===== config.mk =====
export PLATFORM = sky130hd
export DESIGN_NAME = if_stage_flat
export DESIGN_NICKNAME = d
export VERILOG_FILES = /design/src/rtl/if_stage_pkg.sv /design/src/rtl/if_stage_if.sv /design/src/rtl/if_stage_fifo.sv /design/src/rtl/if_stage.sv /design/src/flat_wrapper.sv
export SDC_FILE = /design/constraint.sdc
export NUM_CORES = 1
export LEC_CHECK = 0
export CELL_PAD_IN_SITES_DETAIL_PLACEMENT = 0
export CELL_PAD_IN_SITES_GLOBAL_PLACEMENT = 1
export CORE_UTILIZATION = 48
export CTS_CLUSTER_DIAMETER = 30
export DETAILED_ROUTE_END_ITERATION = 6
export PLACE_DENSITY_LB_ADDON = 0.05
export SLEW_MARGIN = 20
export SYNTH_ARGS = -nofsm -noshare
export SYNTH_HDL_FRONTEND = slang
export SYNTH_HIERARCHICAL = 1
export SYNTH_SLANG_ARGS = --single-unit

===== constraint.sdc =====
create_clock -name clk -period 3.2 [get_ports clk]
set_input_delay 0.32 -clock clk [delete_from_list [all_inputs] [get_ports clk]]
set_output_delay 0.32 -clock clk [all_outputs]
set_load 0.02 [all_outputs]

===== src/rtl/if_stage_pkg.sv =====
// my_pkg: shared width, NOP encoding, fetch FSM states and FIFO entry type
package my_pkg;
  localparam int XLEN = 32;
  localparam logic [XLEN-1:0] INSTR_NOP = 32'h0000_0013;
  typedef enum logic [1:0] {S_IDLE, S_FETCH, S_FLUSH, S_TRAP} if_state_e;
  typedef struct packed {
    logic [XLEN-1:0] pc;
    logic [XLEN-1:0] instr;
  } if_entry_t;
endpackage


===== src/rtl/if_stage_if.sv =====
// if_stage_if: fetch-stage bus (imem request/response, redirect, decode handoff)
// master = fetch stage side, slave = memory/execute/decode environment side
interface if_stage_if;
  import my_pkg::*;
  logic            imem_req_valid;
  logic            imem_req_ready;
  logic [XLEN-1:0] imem_addr;
  logic            imem_rsp_valid;
  logic [XLEN-1:0] imem_rsp_data;
  logic            redirect_valid;
  logic [XLEN-1:0] redirect_pc;
  logic            if_valid;
  logic            id_ready;
  logic [XLEN-1:0] if_pc;
  logic [XLEN-1:0] if_instr;
  logic            if_misalign;
  modport master (
    output imem_req_valid, imem_addr, if_valid, if_pc, if_instr, if_misalign,
    input  imem_req_ready, imem_rsp_valid, imem_rsp_data, redirect_valid, redirect_pc, id_ready
  );
  modport slave (
    input  imem_req_valid, imem_addr, if_valid, if_pc, if_instr, if_misalign,
    output imem_req_ready, imem_rsp_valid, imem_rsp_data, redirect_valid, redirect_pc, id_ready
  );
endinterface


===== src/rtl/if_stage_fifo.sv =====
// if_fifo: 2-entry FIFO of if_entry_t with synchronous clear
// ports: clk, rst_n, clear, push/wdata, pop/rdata (head), count (0..2)
module if_fifo
  import my_pkg::*;
(
  input  logic      clk,
  input  logic      rst_n,
  input  logic      clear,
  input  logic      push,
  input  logic      pop,
  input  if_entry_t wdata,
  output if_entry_t rdata,
  output logic [1:0] count
);
  localparam if_entry_t RST_E = {{XLEN{1'b0}}, INSTR_NOP};
  if_entry_t mem_q [2];
  if_entry_t mem_d [2];
  logic wr_q, wr_d, rd_q, rd_d;
  logic [1:0] cnt_q, cnt_d;
  always_comb begin
    mem_d = mem_q;
    wr_d = clear ? 1'b0 : wr_q ^ push;
    rd_d = clear ? 1'b0 : rd_q ^ pop;
    cnt_d = clear ? 2'd0 : cnt_q + {1'b0, push} - {1'b0, pop};
    if (push && !clear) mem_d[wr_q] = wdata;
  end
  always_ff @(posedge clk or negedge rst_n) begin
    if (!rst_n) begin
      mem_q[0] <= RST_E;
      mem_q[1] <= RST_E;
      wr_q <= 1'b0;
      rd_q <= 1'b0;
      cnt_q <= 2'd0;
    end else begin
      mem_q <= mem_d;
      wr_q <= wr_d;
      rd_q <= rd_d;
      cnt_q <= cnt_d;
    end
  end
  assign rdata = mem_q[rd_q];
  assign count = cnt_q;
endmodule


===== src/rtl/if_stage.sv =====
// if_stage: instruction fetch with 2-credit imem pipelining, redirect flush and decode buffer
// ports: clk, rst_n (async, active-low), bus (if_stage_if.master)
// IF_MISALIGN_CHECK_EN: misaligned redirect pulses if_misalign and parks in S_TRAP
module if_stage
  import my_pkg::*;
#(
  parameter int XLEN = my_pkg::XLEN,
  parameter logic [XLEN-1:0] RESET_PC = '0
) (
  input logic clk,
  input logic rst_n,
  if_stage_if.master bus
);
  if_state_e state_q, state_d;
  logic [XLEN-1:0] pc_q, pc_d, rpc;
  logic [1:0] out_q, out_d, drop_q, drop_d, pcq_cnt, outq_cnt;
  logic mis_q, mis_d, mis_hit, req, hs, rsp_keep, pop;
  if_entry_t pcq_rd, outq_rd;
  logic unused_bits;
`ifdef IF_MISALIGN_CHECK_EN
  assign rpc = bus.redirect_pc;
  assign mis_hit = bus.redirect_valid && (bus.redirect_pc[1:0] != 2'b00);
  assign bus.if_misalign = mis_q;
  // pc_q holds the faulting target during the pulse cycle
  assign bus.if_pc = mis_q ? pc_q : outq_rd.pc;
  assign unused_bits = ^{pcq_rd.instr, pcq_cnt};
`else
  assign rpc = {bus.redirect_pc[XLEN-1:2], 2'b00};
  assign mis_hit = 1'b0;
  assign bus.if_misalign = 1'b0;
  assign bus.if_pc = outq_rd.pc;
  assign unused_bits = ^{pcq_rd.instr, pcq_cnt, mis_q, bus.redirect_pc[1:0]};
`endif
  // one credit per in-flight request or buffered entry keeps the output FIFO from overflowing
  assign req = state_q == S_FETCH && !bus.redirect_valid && (({1'b0, out_q} + {1'b0, outq_cnt}) < 3'd2);
  assign hs = req && bus.imem_req_ready;
  assign rsp_keep = bus.imem_rsp_valid && drop_q == 2'd0 && !bus.redirect_valid;
  assign pop = bus.if_valid && bus.id_ready;
  assign bus.imem_req_valid = req;
  assign bus.imem_addr = pc_q;
  assign bus.if_valid = outq_cnt != 2'd0 && !bus.redirect_valid;
  assign bus.if_instr = outq_rd.instr;
  always_comb begin
    pc_d = hs ? pc_q + XLEN'(4) : pc_q;
    out_d = out_q + {1'b0, hs} - {1'b0, bus.imem_rsp_valid};
    drop_d = (bus.imem_rsp_valid && drop_q != 2'd0) ? drop_q - 2'd1 : drop_q;
    mis_d = mis_hit;
    state_d = (state_q == S_IDLE || (state_q == S_FLUSH && drop_d == 2'd0)) ? S_FETCH : state_q;
    if (bus.redirect_valid) begin
      pc_d = rpc;
      drop_d = out_d;
      state_d = mis_hit ? S_TRAP : (out_d != 2'd0 ? S_FLUSH : S_FETCH);
    end
  end
  always_ff @(posedge clk or negedge rst_n) begin
    if (!rst_n) begin
      state_q <= S_IDLE;
      pc_q <= RESET_PC;
      out_q <= 2'd0;
      drop_q <= 2'd0;
      mis_q <= 1'b0;
    end else begin
      state_q <= state_d;
      pc_q <= pc_d;
      out_q <= out_d;
      drop_q <= drop_d;
      mis_q <= mis_d;
    end
  end
  if_fifo u_pcq (
    .clk(clk), .rst_n(rst_n), .clear(bus.redirect_valid), .push(hs), .pop(rsp_keep),
    .wdata({pc_q, INSTR_NOP}), .rdata(pcq_rd), .count(pcq_cnt)
  );
  if_fifo u_outq (
    .clk(clk), .rst_n(rst_n), .clear(bus.redirect_valid), .push(rsp_keep), .pop(pop),
    .wdata({pcq_rd.pc, bus.imem_rsp_data}), .rdata(outq_rd), .count(outq_cnt)
  );
endmodule


===== src/flat_wrapper.sv =====
// flat-port wrapper written by rule: the top's interface ports become plain ports
module if_stage_flat import my_pkg::*;
#(
  parameter int XLEN = my_pkg::XLEN,
  parameter logic [XLEN-1:0] RESET_PC = '0
)
  (clk, rst_n, bus_imem_req_valid, bus_imem_addr, bus_if_valid, bus_if_pc, bus_if_instr, bus_if_misalign, bus_imem_req_ready, bus_imem_rsp_valid, bus_imem_rsp_data, bus_redirect_valid, bus_redirect_pc, bus_id_ready);
  if_stage_if bus_i ();
  input logic clk;
  input logic rst_n;
  output wire logic [$bits(bus_i.imem_req_valid)-1:0] bus_imem_req_valid;
  output wire logic [$bits(bus_i.imem_addr)-1:0] bus_imem_addr;
  output wire logic [$bits(bus_i.if_valid)-1:0] bus_if_valid;
  output wire logic [$bits(bus_i.if_pc)-1:0] bus_if_pc;
  output wire logic [$bits(bus_i.if_instr)-1:0] bus_if_instr;
  output wire logic [$bits(bus_i.if_misalign)-1:0] bus_if_misalign;
  input wire logic [$bits(bus_i.imem_req_ready)-1:0] bus_imem_req_ready;
  input wire logic [$bits(bus_i.imem_rsp_valid)-1:0] bus_imem_rsp_valid;
  input wire logic [$bits(bus_i.imem_rsp_data)-1:0] bus_imem_rsp_data;
  input wire logic [$bits(bus_i.redirect_valid)-1:0] bus_redirect_valid;
  input wire logic [$bits(bus_i.redirect_pc)-1:0] bus_redirect_pc;
  input wire logic [$bits(bus_i.id_ready)-1:0] bus_id_ready;
  assign bus_imem_req_valid = bus_i.imem_req_valid;
  assign bus_imem_addr = bus_i.imem_addr;
  assign bus_if_valid = bus_i.if_valid;
  assign bus_if_pc = bus_i.if_pc;
  assign bus_if_instr = bus_i.if_instr;
  assign bus_if_misalign = bus_i.if_misalign;
  assign bus_i.imem_req_ready = bus_imem_req_ready;
  assign bus_i.imem_rsp_valid = bus_imem_rsp_valid;
  assign bus_i.imem_rsp_data = bus_imem_rsp_data;
  assign bus_i.redirect_valid = bus_redirect_valid;
  assign bus_i.redirect_pc = bus_redirect_pc;
  assign bus_i.id_ready = bus_id_ready;
  if_stage #(.XLEN(XLEN), .RESET_PC(RESET_PC)) u_core (.clk(clk), .rst_n(rst_n), .bus(bus_i));
endmodule

==> results of run 1 <==
[per-layer routing]
metal,track usage,part of all wire,up-vias
met4,0.06769,0.020,0
li1,-,-,3327
met1,0.3053,0.44,3699
met3,0.04944,0.055,52
met5,0,0,-
met2,0.3750,0.48,225
[through the flow]
step,instance area (sq um),hold slack (ns),std cells
after detailed placement,13170,0.4445,1263
after floorplan,11430,0.02441,812
after global placement,13170,0.4455,1263
final,15240,0.2085,1368
after global routing,15240,0.2313,1368
after CTS,15240,0.1900,1368
[worst min-delay path by stage]
stage                                                 endpoint
final                      u_core/bus.imem_addr[7]$_DFFE_PN0P_
after global routing       u_core/bus.imem_addr[7]$_DFFE_PN0P_
after CTS                  u_core/bus.imem_addr[5]$_DFFE_PN0P_
after detailed placement   u_core/u_outq/mem_q[93]$_DFFE_PN0P_
after global placement     u_core/u_outq/mem_q[29]$_DFFE_PN0P_
after floorplan           u_core/bus.imem_addr[10]$_DFFE_PN0P_
[power groups by stage]
| stage | Sequential [uW] | Clock, uW | Combinational [uW] |
|---|---|---|---|
| 6_report | 4410 | 6100 | 3700 |
| 5_1_grt | 4530 | 6370 | 3960 |
| 4_1_cts | 4420 | 6200 | 3750 |
| 3_5_place_dp | 4450 | 0 | 3710 |
| 3_3_place_gp | 4360 | 0 | 3630 |
| 2_1_floorplan | 4270 | 0 | 2380 |
[registers in the layout, indices dropped and copies added (netlist names)]
name                  flops
u_core/bus.imem_addr     30
u_core/state_q            2
u_core/drop_q             2
u_core/u_outq/rd_q        1
u_core/u_outq/wr_q        1
u_core/u_outq/count       2
u_core/u_outq/mem_q     128
u_core/u_pcq/mem_q       64
u_core/u_pcq/rd_q         1
u_core/u_pcq/wr_q         1
u_core/out_q              2
[layout make-up]
class	instances	area, sq um	area share
Clock buffer	71	1568	0.1029
Clock inverter	33	496.7	0.03259
Inverter	15	56.30	0.003695
Multi-Input combinational cell	511	5004	0.3283
Sequential cell	234	5867	0.3850
Tap cell	319	399.1	0.02619
Timing Repair Buffer	185	1849	0.1213
[worst min-delay path, stage by stage]
cell and delay (ns):
buf_2 0.23, nand2_1 0.10, o21ai_1 0.05
[placed cells by master (no fill, tap or decap), types with 7 or more instances in the layout]
| cell | n |
|---|---|
| nand2_1 | 41 |
| clkinv_2 | 13 |
| dfrtp_1 | 227 |
| clkbuf_8 | 11 |
| mux2_4 | 91 |
| xnor2_1 | 9 |
| o21ai_0 | 11 |
| a21oi_1 | 8 |
| bufinv_16 | 12 |
| mux2_1 | 10 |
| conb_1 | 7 |
| buf_4 | 17 |
| clkbuf_16 | 56 |
| mux2_2 | 187 |
| nand4_1 | 12 |
| clkdlybuf4s50_1 | 161 |
| or3_1 | 7 |
| o211ai_1 | 14 |
| nor2_1 | 18 |
| inv_1 | 14 |
| nand3_1 | 21 |
==> run_results.csv, run 1 <==
group,metric,value,unit
power,max-vdd-ir-drop,0.0004012,V
power,power_frac_clock,0.429,
routing,dr.pass1.iters,5,
clock_network,h-tree-depth,2,
power,p_leak,0.007117,uW
setup_path,slowest_delay,0.47,ns
global_routing,track_usage,0.2292,
floorplan,ioPinCount,169,
cells_and_area,final_nets,1079,
floorplan,die_y,156.1,um
setup_path,crit_path_start_kind,"flip-flop",
sta,max_clock_freq,332.5,MHz
place,place_ws,0.2156,ns
power,power_density,932.4,nW/um^2
cells_and_area,fillers,1776,
hold_path,hold_path_startpoint,"bus_redirect_valid",
sta,tightest_slew,0.8385,ns
global_routing,grt_overflow,0,
power,finalPower,14210,uW
clock_network,clk_path_buf_depth,3,
floorplan,start_util,0.4873,
setup_path,critPathBufInv,1,
routing,wirelength,26.93,mm
clock_network,cts_buffers,55,
sta,finalWorstSetupSlack,0.1925,ns
setup_path,cp-startpoint,"u_core/out_q[0]$_DFF_PN0_",
logic_synthesis,synth_cells,806,
clock_network,clkTransAtPathRegs,0.04,ns
clock_network,cts_tree,"built",
setup_path,crit_path_end,"u_core/state_q[0]$_DFFE_PN0P_",
cells_and_area,drive_gt1_frac,0.3994,
sta,slew_headroom,0.4410,
clock_network,cts-root-buf,"clkbuf_16",
global_routing,grt_pass1_wl,43.57,mm
sta,fin_crit_sh,0.9399,
setup_path,r2r_end,"u_core/state_q[0]$_DFFE_PN0P_",
setup_path,path_max_fanout,8,
routing,routedWlPerCell,19.69,um
sta,hold_viol,0,
floorplan,core,23400,sq um
clock_network,cts_setup_buffers,0,
routing,drtIter0Drc,484,
place,io_buffer_count,163,
setup_path,critPathCaptureType,"flip-flop",
routing,ant_nets,0,
setup_path,arrival,3.42,ns
setup_path,rr_worst_depth,11,
status,status,"complete, no violations",
global_routing,antenna_found_initial,0,
setup_path,critPathKind,"flip-flop to flip-flop",
sta,fin_tns_setup,0,ns
clock_network,cts.sinks,234,
place,hpwlAfterDp,17.51,mm
hold_path,hp-class,"input pin to flip-flop",
logic_synthesis,yosysWarnings,6,
power,intPower,10330,uW
power,power_switching,3881,uW
global_routing,grt_pass1_vias,8084,
cells_and_area,antenna_cells,0,
setup_path,path_delay_family,"adder cells",
cells_and_area,area_delta_synth_final,33.64,%
clock_network,cts_resized,0,
setup_path,worst-path-stages,11,
clock_network,cts_hold_buf,1,
floorplan,die_w,156.1,um
floorplan,row_count,56,
sta,fin_worst_skew,0.01947,ns
setup_path,timing.rr.start,"u_core/out_q[0]$_DFF_PN0_",
place,gp_congestion,0.8500,
floorplan,die_area,24380,sq um
logic_synthesis,syn_area_per_cell,14.15,sq um
routing,vias_per_cell,5.338,
hold_path,hold_depth,3,
setup_path,crit_chain,"and2_1, fa_1, nor4_4, nand3_2, ha_1, inv_1, ha_1, xnor2_1, xnor2_1, o21ai_0, a21boi_0",
job,cap_violations,0,
setup_path,slowest_stage,"fa_1",
setup_path,rrSetupSlack,0.19,ns
logic_synthesis,syn_area,11400,sq um
sta,finalSetupViolations,0,
power,pwr-share-comb,0.260,
global_routing,grt_max_degree,113,
power,seq_power_share,0.310,
cells_and_area,final_util,0.6512,
clock_network,clock_latency,0.55,ns
setup_path,critical_path_required,3.61,ns
sta,period_needed,3.008,ns
routing,drc,0,
sta,rsz0062_at_grt,"no",
power,p_sw_frac,0.2731,
sta,slew_violations,0,
routing,num_vias,7303,
(Power assumes the default switching activity.)
==> inputs of run 2 (changes only) <==
CTS_CLUSTER_DIAMETER = default   (was 30)
==> run_results.csv, run 2 (synthesized netlist as in run 1, its figures left out) <==
group,metric,value,unit
routing,dr.pass1.iters,5,
power,max-vdd-ir-drop,0.0003590,V
place,placed_area,13170,sq um
cells_and_area,mostFrequentLayoutCells,"dfrtp_1, mux2_2, clkdlybuf4s50_1, mux2_4, nand2_1",
sta,slew_headroom,0.4325,
floorplan,core,23400,sq um
routing,num_vias,7083,
sta,fin_crit_sh,0.9324,
power,power_density,782.9,nW/um^2
sta,finalSetupViolations,0,
routing,drc,0,
global_routing,track_usage,0.2203,
clock_network,cts_buffers,26,
sta,whs,0.2340,ns
setup_path,path_max_fanout,8,
sta,max_clock_freq,335.2,MHz
floorplan,die_y,156.1,um
clock_network,clock_latency,0.52,ns
floorplan,die_area,24380,sq um
cells_and_area,antenna_cells,0,
routing,drtIter0Drc,423,
global_routing,grt_pass1_vias,7683,
routing,vias_per_cell,5.407,
job,cap_violations,0,
global_routing,grt_pass1_wl,42.09,mm
routing,ant_nets,0,
global_routing,grt_max_degree,113,
floorplan,row_count,56,
floorplan,start_util,0.4873,
floorplan,die_w,156.1,um
setup_path,rr_worst_depth,11,
sta,rsz0062_at_grt,"no",
place,hpwlAfterDp,17.51,mm
clock_network,cts.sinks,234,
global_routing,grt_overflow,0,
clock_network,cts_setup_buffers,0,
setup_path,critPathCaptureType,"flip-flop",
cells_and_area,area_delta_synth_final,22.79,%
clock_network,cts-root-buf,"clkbuf_16",
cells_and_area,final_nets,1050,
hold_path,hold_path_startpoint,"bus_redirect_valid",
clock_network,clkTransAtPathRegs,0.06,ns
cells_and_area,fillers,1906,
cells_and_area,drive_gt1_frac,0.3602,
cells_and_area,regMostFlops,"u_core/u_outq/mem_q",
place,io_buffer_count,163,
setup_path,crit_path_start_kind,"flip-flop",
sta,fin_tns_setup,0,ns
cells_and_area,layout_commonest_cell,"dfrtp_1",
clock_network,clk_path_buf_depth,3,
setup_path,timing.rr.start,"u_core/out_q[0]$_DFF_PN0_",
cells_and_area,final_area,14000,sq um
cells_and_area,largest_reg_flops,128,
setup_path,critPathKind,"flip-flop to flip-flop",
global_routing,antenna_found_initial,0,
sta,tightest_slew,0.8512,ns
routing,wirelength,26.07,mm
hold_path,hp-class,"input pin to flip-flop",
clock_network,h-tree-depth,1,
cells_and_area,ff_latch_area,5867,sq um
sta,finalWorstSetupSlack,0.2164,ns
status,status,"complete, no violations",
sta,slew_violations,0,
hold_path,hold_depth,3,
place,place_ws,0.2156,ns
clock_network,cts_tree,"built",
floorplan,ioPinCount,169,
place,gp_congestion,0.8500,
sta,period_needed,2.984,ns
setup_path,critical_path_required,3.59,ns
sta,fin_worst_skew,0.01065,ns
setup_path,arrival,3.37,ns
setup_path,cp-startpoint,"u_core/out_q[0]$_DFF_PN0_",
sta,hold_viol,0,
cells_and_area,multi_input_area,5004,sq um
power,p_leak,0.006511,uW
routing,routedWlPerCell,19.90,um
run 2: critical path, cell delays in order, from the launching register on:
cell and delay, ns:
dfrtp_1 0.38, and2_1 0.17, fa_1 0.48, nor4_4 0.33, nand3_2 0.25, ha_1 0.36
inv_1 0.04, ha_1 0.18, xnor2_1 0.13, xnor2_1 0.25, o21ai_0 0.14, a21boi_0 0.16
run 2: per-stage QoR:
step | total power (uW) | cells | util
global route | 11560 | 1310 | 0.5983
finish | 10960 | 1310 | 0.5983
floorplan | 6641 | 812 | -
detailed placement | 8158 | 1263 | 0.5626
global placement | 7998 | 1263 | 0.5626
CTS | 11090 | 1310 | 0.5983
run 2: power by group:
part	leakage [uW]	switching (uW)	internal, uW	total, uW
Combinational	0.00304	1580	2120	3690
Clock	0.000405	1160	1710	2870
Sequential	0.00307	580	3820	4400
run 2: routing by layer:
metal / vias to the layer above / share of wire / GRT usage
li1: 3232 / - / -
met2: 192 / 0.49 / 0.3667
met5: - / 0 / 0
met1: 3629 / 0.45 / 0.3034
met4: 0 / 0.012 / 0.05042
met3: 30 / 0.045 / 0.03306
run 2: final timing paths:
check	to	slack [ns]
max in group asynchronous	u_core/u_outq/mem_q[66]$_DFFE_PN0P_	1.74
setup / recovery	u_core/state_q[0]$_DFFE_PN0P_	0.22
hold reg to reg	u_core/u_pcq/mem_q[116]$_DFFE_PN0P_	0.49
setup reg to reg	u_core/state_q[0]$_DFFE_PN0P_	0.22
min in group asynchronous	u_core/u_outq/mem_q[93]$_DFFE_PN0P_	0.45
hold / removal	u_core/bus.imem_addr[7]$_DFFE_PN0P_	0.23
run 2: final cells by class:
| cell class | instances | area share |
|---|---|---|
| multi-input cells | 511 | 0.3573 |
| repair buffers | 185 | 0.1321 |
| well taps | 319 | 0.02851 |
| inverters | 15 | 0.004021 |
| clock buffers | 39 | 0.05433 |
| flip-flops and latches | 234 | 0.4190 |
| clock inverters | 7 | 0.004736 |
run 2: timing repair:
item,in CTS,in global routing
hold buffers,1,0
hold endpoints to repair,108,0
gates resized for setup,0,0
==> inputs of run 3 (changes only) <==
PLACE_DENSITY = 0.87   (was default)
PLACE_DENSITY_LB_ADDON = default   (was 0.05)
==> run_results.csv, run 3 (synthesized netlist as in run 1, its figures left out) <==
group,metric,value,unit
clock_network,cts-root-buf,"clkbuf_16",
sta,slew_violations,0,
floorplan,die_y,156.1,um
cells_and_area,fillers,1883,
routing,vias_per_cell,5.395,
power,max-vdd-ir-drop,0.0004265,V
power,power_density,792.3,nW/um^2
sta,max_clock_freq,339.5,MHz
global_routing,grt_overflow,0,
cells_and_area,antenna_cells,0,
routing,wirelength,25.06,mm
setup_path,critPathKind,"flip-flop to output pin",
clock_network,clk_path_buf_depth,3,
cells_and_area,mostFrequentLayoutCells,"dfrtp_1, mux2_2, clkdlybuf4s50_1, mux2_4, nand2_1",
routing,routedWlPerCell,19.14,um
status,status,"complete, no violations",
routing,ant_nets,0,
floorplan,ioPinCount,169,
setup_path,critPathCaptureType,"output pin",
routing,wl_met1,11.32,mm
place,placed_area,13140,sq um
hold_path,hp-class,"input pin to flip-flop",
floorplan,core,23400,sq um
cells_and_area,ff_latch_area,5864,sq um
sta,hold_viol,0,
sta,rsz0062_at_grt,"no",
sta,whs,0.1862,ns
routing,dr.pass1.iters,5,
cells_and_area,largest_reg_flops,128,
cells_and_area,layout_commonest_cell,"dfrtp_1",
clock_network,cts_tree,"built",
sta,fin_worst_skew,0.01073,ns
setup_path,crit_chain,"and2_1, fa_1, nor4_4, and2_1, clkdlybuf4s50_1",
setup_path,slowest_stage,"clkdlybuf4s50_1",
sta,slew_headroom,0.4854,
cells_and_area,regMostFlops,"u_core/u_outq/mem_q",
clock_network,cts_buffers,26,
global_routing,antenna_found_initial,0,
setup_path,slowest_delay,0.60,ns
setup_path,arrival,2.63,ns
routing,wl_met3,1.470,mm
setup_path,crit_path_frequent_cell,"and2_1",
clock_network,cts_setup_buffers,0,
clock_network,h-tree-depth,1,
routing,dr_wl_met2,11.77,mm
place,io_buffer_count,163,
clock_network,clkTransAtPathRegs,0.06,ns
job,cap_violations,0,
place,hpwlAfterDp,16.32,mm
place,gp_congestion,0.8347,
power,p_leak,0.006545,uW
global_routing,grt_pass1_vias,7427,
cells_and_area,final_nets,1047,
floorplan,row_count,56,
clock_network,clock_latency,0.52,ns
clock_network,cts_resized,0,
floorplan,start_util,0.4873,
floorplan,die_w,156.1,um
sta,period_needed,2.945,ns
clock_network,cts.sinks,234,
cells_and_area,drive_gt1_frac,0.3646,
cells_and_area,final_area,14060,sq um
cells_and_area,area_delta_synth_final,23.27,%
floorplan,die_area,24380,sq um
routing,drtIter0Drc,411,
global_routing,grt_max_degree,101,
sta,finalSetupViolations,0,
setup_path,crit_path_start_kind,"flip-flop",
setup_path,critical_path_required,2.88,ns
sta,tightest_slew,0.7719,ns
global_routing,grt_pass1_wl,40.23,mm
sta,fin_tns_setup,0,ns
sta,fin_crit_sh,0.9205,
routing,top_layer_used,"met4",
routing,drc,0,
routing,num_vias,7062,
global_routing,track_usage,0.2101,
setup_path,path_max_fanout,2,
cells_and_area,multi_input_area,5004,sq um
-- run 3: cell types whose count changed in the layout (fill, tap and decap cells not counted) --
cell	before	now
buf_4	17	14
bufinv_16	1	3
clkbuf_1	8	3
clkbuf_8	4	6
clkinv_2	4	8
clkinv_4	1	0
dfrtp_2	0	1
dfrtp_4	1	0
-- run 3: through the flow --
| stage | total power (uW) | cells | utilization | setup slack, ns |
|---|---|---|---|---|
| 3_5_place_dp | 8097 | 1260 | 0.5615 | 0.3616 |
| 3_3_place_gp | 7989 | 1260 | 0.5615 | 0.3961 |
| 2_1_floorplan | 6641 | 812 | - | 0.4084 |
| 5_1_grt | 11720 | 1309 | 0.6007 | 0.1257 |
| 4_1_cts | 11280 | 1309 | 0.6007 | 0.2207 |
| 6_report | 11140 | 1309 | 0.6007 | 0.2545 |
-- run 3: area by class of cell --
type,count,share of cell area
flip-flops and latches,234,0.4172
multi-input cells,511,0.3559
repair buffers,182,0.1300
clock buffers,36,0.05474
well taps,319,0.02839
clock inverters,12,0.009791
inverters,15,0.004005
-- run 3: timing repair --
item | CTS | global route
endpoints found under the setup margin | 0 | 0
hold endpoints to repair | 90 | 0
hold buffers | 1 | 0
-- run 3: final timing paths --
path                                                      from  slack (ns)                             endpoint  cells after the start
max                                  u_core/out_q[0]$_DFF_PN0_        0.25                   bus_imem_req_valid                      5
min                                         bus_redirect_valid        0.19         u_core/u_outq/wr_q$_DFF_PN0_                      2
max reg2reg                          u_core/out_q[0]$_DFF_PN0_        0.35  u_core/u_pcq/mem_q[108]$_DFFE_PN0P_                      9
min reg2reg                u_core/u_pcq/mem_q[119]$_DFFE_PN0P_        0.48  u_core/u_pcq/mem_q[119]$_DFFE_PN0P_                      1
max in group asynchronous                                rst_n        1.90  u_core/u_outq/mem_q[61]$_DFFE_PN0P_                      3
min in group asynchronous                                rst_n        0.42  u_core/u_outq/mem_q[29]$_DFFE_PN0P_                      2
-- run 3: critical path, delay by kind of cell, from the launching register on --
family        cells  cell delay [ns]
simple gates      3             0.65
fa+ha+maj         1             0.48
flops             1             0.37
buf+inv           1             0.60
-- run 3: per-layer routing --
layer	GRT usage	vias up
li1	-	3232
met1	0.2835	3585
met2	0.3469	204
met3	0.04083	41
met4	0.05275	0
met5	0	-
-- run 3: power by group --
group,total (uW),internal [uW],switching [uW]
sequential,4360,3820,540
combinational,3680,2110,1570
clock,3100,1920,1180
